--- src/rtl/sram_mem_arbiter_pkg.sv ---
// Shared FSM state encoding and request-source constants for sram_mem_arbiter.
package sram_mem_arbiter_pkg;

   typedef enum logic [2:0] {
      ST_IDLE   = 3'd0,
      ST_D_REQ  = 3'd1,
      ST_D_WAIT = 3'd2,
      ST_I_REQ  = 3'd3,
      ST_I_WAIT = 3'd4,
      ST_DONE   = 3'd5
   } arb_state_e;

   localparam logic MEM_SRC_INST = 1'b0;
   localparam logic MEM_SRC_DATA = 1'b1;

endpackage

--- src/rtl/sram_arb_req_latch.sv ---
// Holds one requester's en/we/addr/wdata; refreshed every cycle while capture is high.
module sram_arb_req_latch
   import sram_mem_arbiter_pkg::*;
#(
   parameter int ADDR_W = 64,
   parameter int DATA_W = 64,
   parameter int STRB_W = DATA_W / 8
) (
   input  logic              clk,
   input  logic              rst,
   input  logic              capture,
   input  logic              en_i,
   input  logic [STRB_W-1:0] we_i,
   input  logic [ADDR_W-1:0] addr_i,
   input  logic [DATA_W-1:0] wdata_i,
   output logic              en_o,
   output logic [STRB_W-1:0] we_o,
   output logic [ADDR_W-1:0] addr_o,
   output logic [DATA_W-1:0] wdata_o
);

   logic              en_q, en_d;
   logic [STRB_W-1:0] we_q, we_d;
   logic [ADDR_W-1:0] addr_q, addr_d;
   logic [DATA_W-1:0] wdata_q, wdata_d;

   always_comb begin
      en_d    = en_q;
      we_d    = we_q;
      addr_d  = addr_q;
      wdata_d = wdata_q;
      if (capture) begin
         en_d    = en_i;
         we_d    = we_i;
         addr_d  = addr_i;
         wdata_d = wdata_i;
      end
   end

   always_ff @(posedge clk) begin
      if (rst) begin
         en_q    <= 1'b0;
         we_q    <= '0;
         addr_q  <= '0;
         wdata_q <= '0;
      end else begin
         en_q    <= en_d;
         we_q    <= we_d;
         addr_q  <= addr_d;
         wdata_q <= wdata_d;
      end
   end

   assign en_o    = en_q;
   assign we_o    = we_q;
   assign addr_o  = addr_q;
   assign wdata_o = wdata_q;

endmodule

--- src/rtl/sram_mem_arbiter.sv ---
// Serialises data-then-instruction SRAM accesses onto one memory port, stalling the pipeline meanwhile.
// Optional: define SRAM_ARB_IFETCH_REUSE_EN to skip refetching the last instruction address.
module sram_mem_arbiter #(
   parameter int ADDR_W = 64,
   parameter int DATA_W = 64,
   parameter int STRB_W = DATA_W / 8
) (
   input  logic              clk,
   input  logic              rst,
   input  logic              inst_sram_en,
   input  logic [STRB_W-1:0] inst_sram_we,
   input  logic [ADDR_W-1:0] inst_sram_addr,
   input  logic [DATA_W-1:0] inst_sram_wdata,
   output logic [DATA_W-1:0] inst_sram_rdata,
   input  logic              data_sram_en,
   input  logic [STRB_W-1:0] data_sram_we,
   input  logic [ADDR_W-1:0] data_sram_addr,
   input  logic [DATA_W-1:0] data_sram_wdata,
   output logic [DATA_W-1:0] data_sram_rdata,
   output logic              stallreq_axi,
   output logic              mem_req_valid,
   input  logic              mem_req_ready,
   output logic              mem_req_src,
   output logic [STRB_W-1:0] mem_req_we,
   output logic [ADDR_W-1:0] mem_req_addr,
   output logic [DATA_W-1:0] mem_req_wdata,
   input  logic              mem_rsp_valid,
   input  logic [DATA_W-1:0] mem_rsp_rdata
);
   import sram_mem_arbiter_pkg::*;

   arb_state_e        state_q, state_d;
   logic              mem_req_valid_q, mem_req_valid_d;
   logic              mem_req_src_q, mem_req_src_d;
   logic [DATA_W-1:0] inst_rdata_q, inst_rdata_d;
   logic [DATA_W-1:0] data_rdata_q, data_rdata_d;

   logic              capture;
   logic              i_en, d_en;
   logic [STRB_W-1:0] i_we, d_we;
   logic [ADDR_W-1:0] i_addr, d_addr;
   logic [DATA_W-1:0] i_wdata, d_wdata;
   logic              ifetch_hit_idle, ifetch_hit_dwait;

   assign capture = (state_q == ST_IDLE);

   sram_arb_req_latch #(.ADDR_W(ADDR_W), .DATA_W(DATA_W), .STRB_W(STRB_W)) u_inst_latch (
      .clk(clk), .rst(rst), .capture(capture),
      .en_i(inst_sram_en), .we_i(inst_sram_we), .addr_i(inst_sram_addr), .wdata_i(inst_sram_wdata),
      .en_o(i_en), .we_o(i_we), .addr_o(i_addr), .wdata_o(i_wdata)
   );

   sram_arb_req_latch #(.ADDR_W(ADDR_W), .DATA_W(DATA_W), .STRB_W(STRB_W)) u_data_latch (
      .clk(clk), .rst(rst), .capture(capture),
      .en_i(data_sram_en), .we_i(data_sram_we), .addr_i(data_sram_addr), .wdata_i(data_sram_wdata),
      .en_o(d_en), .we_o(d_we), .addr_o(d_addr), .wdata_o(d_wdata)
   );

`ifdef SRAM_ARB_IFETCH_REUSE_EN
   logic [ADDR_W-1:0] last_iaddr_q, last_iaddr_d;
   logic              last_ivalid_q, last_ivalid_d;
   logic              store_clear;

   // A store into the same 8-byte word as the cached fetch invalidates it before the fetch decision.
   always_comb begin
      last_iaddr_d  = last_iaddr_q;
      last_ivalid_d = last_ivalid_q;
      store_clear   = (state_q == ST_D_WAIT) && mem_rsp_valid && (d_we != '0) &&
                      (d_addr[ADDR_W-1:3] == last_iaddr_q[ADDR_W-1:3]);
      if ((state_q == ST_I_WAIT) && mem_rsp_valid) begin
         last_iaddr_d  = i_addr;
         last_ivalid_d = 1'b1;
      end else if (store_clear) begin
         last_ivalid_d = 1'b0;
      end
   end

   always_ff @(posedge clk) begin
      if (rst) begin
         last_iaddr_q  <= '0;
         last_ivalid_q <= 1'b0;
      end else begin
         last_iaddr_q  <= last_iaddr_d;
         last_ivalid_q <= last_ivalid_d;
      end
   end

   assign ifetch_hit_idle  = last_ivalid_q && (inst_sram_addr == last_iaddr_q);
   assign ifetch_hit_dwait = last_ivalid_q && !store_clear && (i_addr == last_iaddr_q);
`else
   assign ifetch_hit_idle  = 1'b0;
   assign ifetch_hit_dwait = 1'b0;
`endif

   always_comb begin
      state_d         = state_q;
      mem_req_valid_d = mem_req_valid_q;
      mem_req_src_d   = mem_req_src_q;
      inst_rdata_d    = inst_rdata_q;
      data_rdata_d    = data_rdata_q;
      case (state_q)
         ST_IDLE: begin
            if (data_sram_en) begin
               state_d         = ST_D_REQ;
               mem_req_valid_d = 1'b1;
               mem_req_src_d   = MEM_SRC_DATA;
            end else if (inst_sram_en) begin
               if (ifetch_hit_idle) begin
                  state_d = ST_DONE;
               end else begin
                  state_d         = ST_I_REQ;
                  mem_req_valid_d = 1'b1;
                  mem_req_src_d   = MEM_SRC_INST;
               end
            end
         end
         ST_D_REQ: begin
            if (mem_req_ready) begin
               state_d         = ST_D_WAIT;
               mem_req_valid_d = 1'b0;
            end
         end
         ST_D_WAIT: begin
            if (mem_rsp_valid) begin
               if (d_en && (d_we == '0)) data_rdata_d = mem_rsp_rdata;
               if (i_en && !ifetch_hit_dwait) begin
                  state_d         = ST_I_REQ;
                  mem_req_valid_d = 1'b1;
                  mem_req_src_d   = MEM_SRC_INST;
               end else begin
                  state_d = ST_DONE;
               end
            end
         end
         ST_I_REQ: begin
            if (mem_req_ready) begin
               state_d         = ST_I_WAIT;
               mem_req_valid_d = 1'b0;
            end
         end
         ST_I_WAIT: begin
            if (mem_rsp_valid) begin
               inst_rdata_d = mem_rsp_rdata;
               state_d      = ST_DONE;
            end
         end
         ST_DONE: state_d = ST_IDLE;
         default: begin
            state_d         = ST_IDLE;
            mem_req_valid_d = 1'b0;
         end
      endcase
   end

   always_ff @(posedge clk) begin
      if (rst) begin
         state_q         <= ST_IDLE;
         mem_req_valid_q <= 1'b0;
         mem_req_src_q   <= MEM_SRC_INST;
         inst_rdata_q    <= '0;
         data_rdata_q    <= '0;
      end else begin
         state_q         <= state_d;
         mem_req_valid_q <= mem_req_valid_d;
         mem_req_src_q   <= mem_req_src_d;
         inst_rdata_q    <= inst_rdata_d;
         data_rdata_q    <= data_rdata_d;
      end
   end

   always_comb begin
      stallreq_axi = 1'b0;
      if (!rst) begin
         case (state_q)
            ST_IDLE: stallreq_axi = inst_sram_en | data_sram_en;
            ST_DONE: stallreq_axi = 1'b0;
            default: stallreq_axi = 1'b1;
         endcase
      end
   end

   assign mem_req_valid   = mem_req_valid_q;
   assign mem_req_src     = mem_req_src_q;
   assign mem_req_we      = (mem_req_src_q == MEM_SRC_DATA) ? d_we    : i_we;
   assign mem_req_addr    = (mem_req_src_q == MEM_SRC_DATA) ? d_addr  : i_addr;
   assign mem_req_wdata   = (mem_req_src_q == MEM_SRC_DATA) ? d_wdata : i_wdata;
   assign inst_sram_rdata = inst_rdata_q;
   assign data_sram_rdata = data_rdata_q;

endmodule

--- config.mk ---
export PLATFORM = sky130hd
export DESIGN_NAME = sram_mem_arbiter
export DESIGN_NICKNAME = d
export VERILOG_FILES = /design/src/rtl/sram_mem_arbiter_pkg.sv /design/src/rtl/sram_arb_req_latch.sv /design/src/rtl/sram_mem_arbiter.sv
export SDC_FILE = /design/constraint.sdc
export NUM_CORES = 1
export LEC_CHECK = 0
export ABC_AREA = 1
export CAP_MARGIN = 0
export CELL_PAD_IN_SITES_DETAIL_PLACEMENT = 2
export CELL_PAD_IN_SITES_GLOBAL_PLACEMENT = 2
export CORE_MARGIN = 3
export CORE_UTILIZATION = 26
export CTS_CLUSTER_SIZE = 10
export DETAILED_ROUTE_END_ITERATION = 16
export GPL_TIMING_DRIVEN = 0
export PLACE_DENSITY_LB_ADDON = 0.1
export SLEW_MARGIN = 40
export SYNTH_ARGS = -nofsm -noshare
export SYNTH_HDL_FRONTEND = slang
export SYNTH_HIERARCHICAL = 1
export SYNTH_SLANG_ARGS = --single-unit
--- constraint.sdc ---
create_clock -name clk -period 2.3 [get_ports clk]
set_clock_uncertainty 0.05 [all_clocks]
set_input_delay 0.345 -clock clk [delete_from_list [all_inputs] [get_ports clk]]
set_output_delay 0.345 -clock clk [all_outputs]
set_load 0.02 [all_outputs]
==> impl_metrics.env <==
export IMPL_cap_violations=0
export IMPL_finalWirelength_mm=82.9
export IMPL_syn_to_final_growth_pct=49.9
export IMPL_numCtsBuffers=51
export IMPL_worstSetupPathType="flop to output pin"
export IMPL_drtAntennaViolNets=0
export IMPL_finalSetupViolations=0
export IMPL_antenna_found_initial=33
export IMPL_critPathMaxFanout=10
export IMPL_clock_path_buffers=3
export IMPL_final_cell_count_no_fill=4286
export IMPL_nNetsFinal=3654
export IMPL_fp_dieArea_um2=72600
export IMPL_routabilityCongestion=0.828
export IMPL_crit_arrival_ns=1.89
export IMPL_overflow=0
export IMPL_die_h_um=270
export IMPL_hold_viol=0
export IMPL_holdWs_ns=0.321
export IMPL_fmax_mhz=437
export IMPL_status="finished clean"
export IMPL_grt_usage_pct=21.8
export IMPL_grt_max_degree=16
export IMPL_ys_types=20
export IMPL_die_w_um=270
export IMPL_final_common_cell="nand2_1"
export IMPL_synthCells=2644
export IMPL_end_kind="output pin"
export IMPL_grt_pass1_vias=20600
export IMPL_grt_setup_unrepaired="true"
export IMPL_wl_per_cell_um=19.3
export IMPL_timing_final_crit_share_pct=99.5
export IMPL_drtIter0Drc=561
export IMPL_leakagePower_nw=13.1
export IMPL_cts_tree="built"
export IMPL_vias=18600
export IMPL_hpwl_mm=64.4
export IMPL_layout_drive_gt1_share_pct=14.4
export IMPL_hold_class="input pin to flop"
export IMPL_start_kind="flop"
export IMPL_start_util_pct=26.6
export IMPL_netlist_area_um2=18100
export IMPL_core_area_um2=68000
export IMPL_finalWorstSetupSlack_ns=0.0124
export IMPL_period_needed_ns=2.29
export IMPL_ys_seq_elements=407
export IMPL_dr_pass1_iters=6
export IMPL_worst_slew_pin_slew_ns=0.532
export IMPL_place_ws_ns=-1.46
export IMPL_rows=95
export IMPL_worstPathRequired_ns=1.90
export IMPL_io_pins=609
export IMPL_grt_pass1_wl_mm=123
export IMPL_cellPowerDensity_nw_per_um2=1330
export IMPL_clk_pin_slew_ns=0.06
export IMPL_via_per_inst=4.33
export IMPL_ctsHtreeMaxLevel=2
export IMPL_syn_avg_cell_area_um2=6.83
export IMPL_clock_sinks=407
export IMPL_final_cell_mix="nand2_1, nor2_1, clkdlybuf4s50_1, inv_1, dfxtp_1"
export IMPL_synth_warnings=6
export IMPL_hold_buffers=0
export IMPL_insertion_delay_ns=0.58
export IMPL_cts_root_buf="clkbuf_16"
export IMPL_placed_cells=4173
export IMPL_slew_headroom_pct=64.5
export IMPL_drc=0
export IMPL_finalPower_mw=36.0
export IMPL_filler_cell_count=7962
export IMPL_slew_viol_final=0
export IMPL_vdd_drop_max_mv=0.583
export IMPL_fin_setup_tns_ns=0
export IMPL_syn_num_nets=2986
export IMPL_yosysSeqAreaShare_pct=45.1
export IMPL_portBuffers=608
-- final cells by class --
cell class,instances,area (µm²),share of cell area (%)
sequential,407,8150,30.1
buffer,145,1050,3.89
inverter,416,1570,5.78
clock buffer,81,1560,5.77
clock inverter,4,20.0,0.0739
tap,921,1150,4.26
antenna,21,52.6,0.194
multi-input combinational,1674,7670,28.3
timing repair buffer,617,5840,21.6
-- path summary, 6_finish.rpt --
check	from	end	slack [ns]	cells after the start
max	mem_req_src$_SDFFE_PP0P_	mem_req_wdata[45]	0.01	4
min	inst_sram_addr[41]	u_inst_latch/addr_o[41]$_SDFFE_PP0P_	0.32	5
max reg2reg	state_q[2]$_SDFFE_PP0P_	u_inst_latch/wdata_o[2]$_SDFFE_PP0P_	0.21	8
min reg2reg	inst_sram_rdata[11]$_SDFFE_PP0P_	inst_sram_rdata[11]$_SDFFE_PP0P_	0.39	2
-- through the flow --
stage	instance area, µm²	utilization, %
floorplan	18100	-
global placement	25300	37.2
detailed placement	25300	37.2
CTS	26600	39.2
global route	27100	39.8
finish	27100	39.8
-- synth_stat cells, drive strengths merged --
| master | number | area [µm²] |
|---|---|---|
| o21ai | 68 | 340 |
| nand3b | 1 | 7.51 |
| nor3 | 1 | 5.00 |
| buf | 133 | 806 |
| inv | 416 | 1560 |
| nand3 | 6 | 35.0 |
| o211ai | 1 | 7.51 |
| dfxtp | 407 | 8150 |
| a21oi | 70 | 350 |
| mux2 | 134 | 1510 |
| nand2 | 697 | 2620 |
| nor2 | 695 | 2610 |
| nand4 | 1 | 6.26 |
| clkbuf | 14 | 52.6 |
-- sequential cells by signal (all words and copies together), names as in the netlist --
name / cells
mem_req_valid: 1
u_inst_latch/we_o: 8
data_sram_rdata: 64
mem_req_src: 1
u_data_latch/wdata_o: 64
u_data_latch/en_o: 1
state_q: 3
u_data_latch/we_o: 8
u_inst_latch/en_o: 1
u_inst_latch/wdata_o: 64
u_inst_latch/addr_o: 64
u_data_latch/addr_o: 64
inst_sram_rdata: 64
-- power by group --
group | leakage, nW | switching (mW) | internal [mW]
Clock | 0.780 | 3.11 | 4.58
Combinational | 8.99 | 10.1 | 7.07
Sequential | 3.35 | 1.48 | 9.64
-- routing by layer --
layer / up-vias / global-route usage, % / wire length, µm
met4: 28 / 7.51 / 2240
met5: - / 0 / 171
met3: 138 / 5.68 / 4830
li1: 9111 / - / -
met1: 8918 / 24.2 / 33200
met2: 377 / 40.0 / 42400
-- critical path, cell delays in order, from the launching register on --
cell       delay (ns)
dfxtp_4          0.40
clkbuf_16        0.22
buf_12           0.16
mux2_2           0.36
buf_2            0.16
-- timing repair --
| item | CTS | global route |
|---|---|---|
| setup endpoints to repair | 352 | 79 |
| gates cloned | 1 | 3 |
| resized for setup | 661 | 113 |
| setup buffers | 3 | 2 |
| pin swaps | 0 | 1 |
-- cells by family (layout without fill, tap and decap cells) --
kind of cell	after synthesis	after routing	share of synthesized area, %
buf+inv	563	1263	13.4
flops	407	407	45.1
simple gates	1401	1401	29.2
mux	134	134	8.36
compound gates	139	139	3.87
other cells	0	21	0
Power figures use the tool's default switching activity.
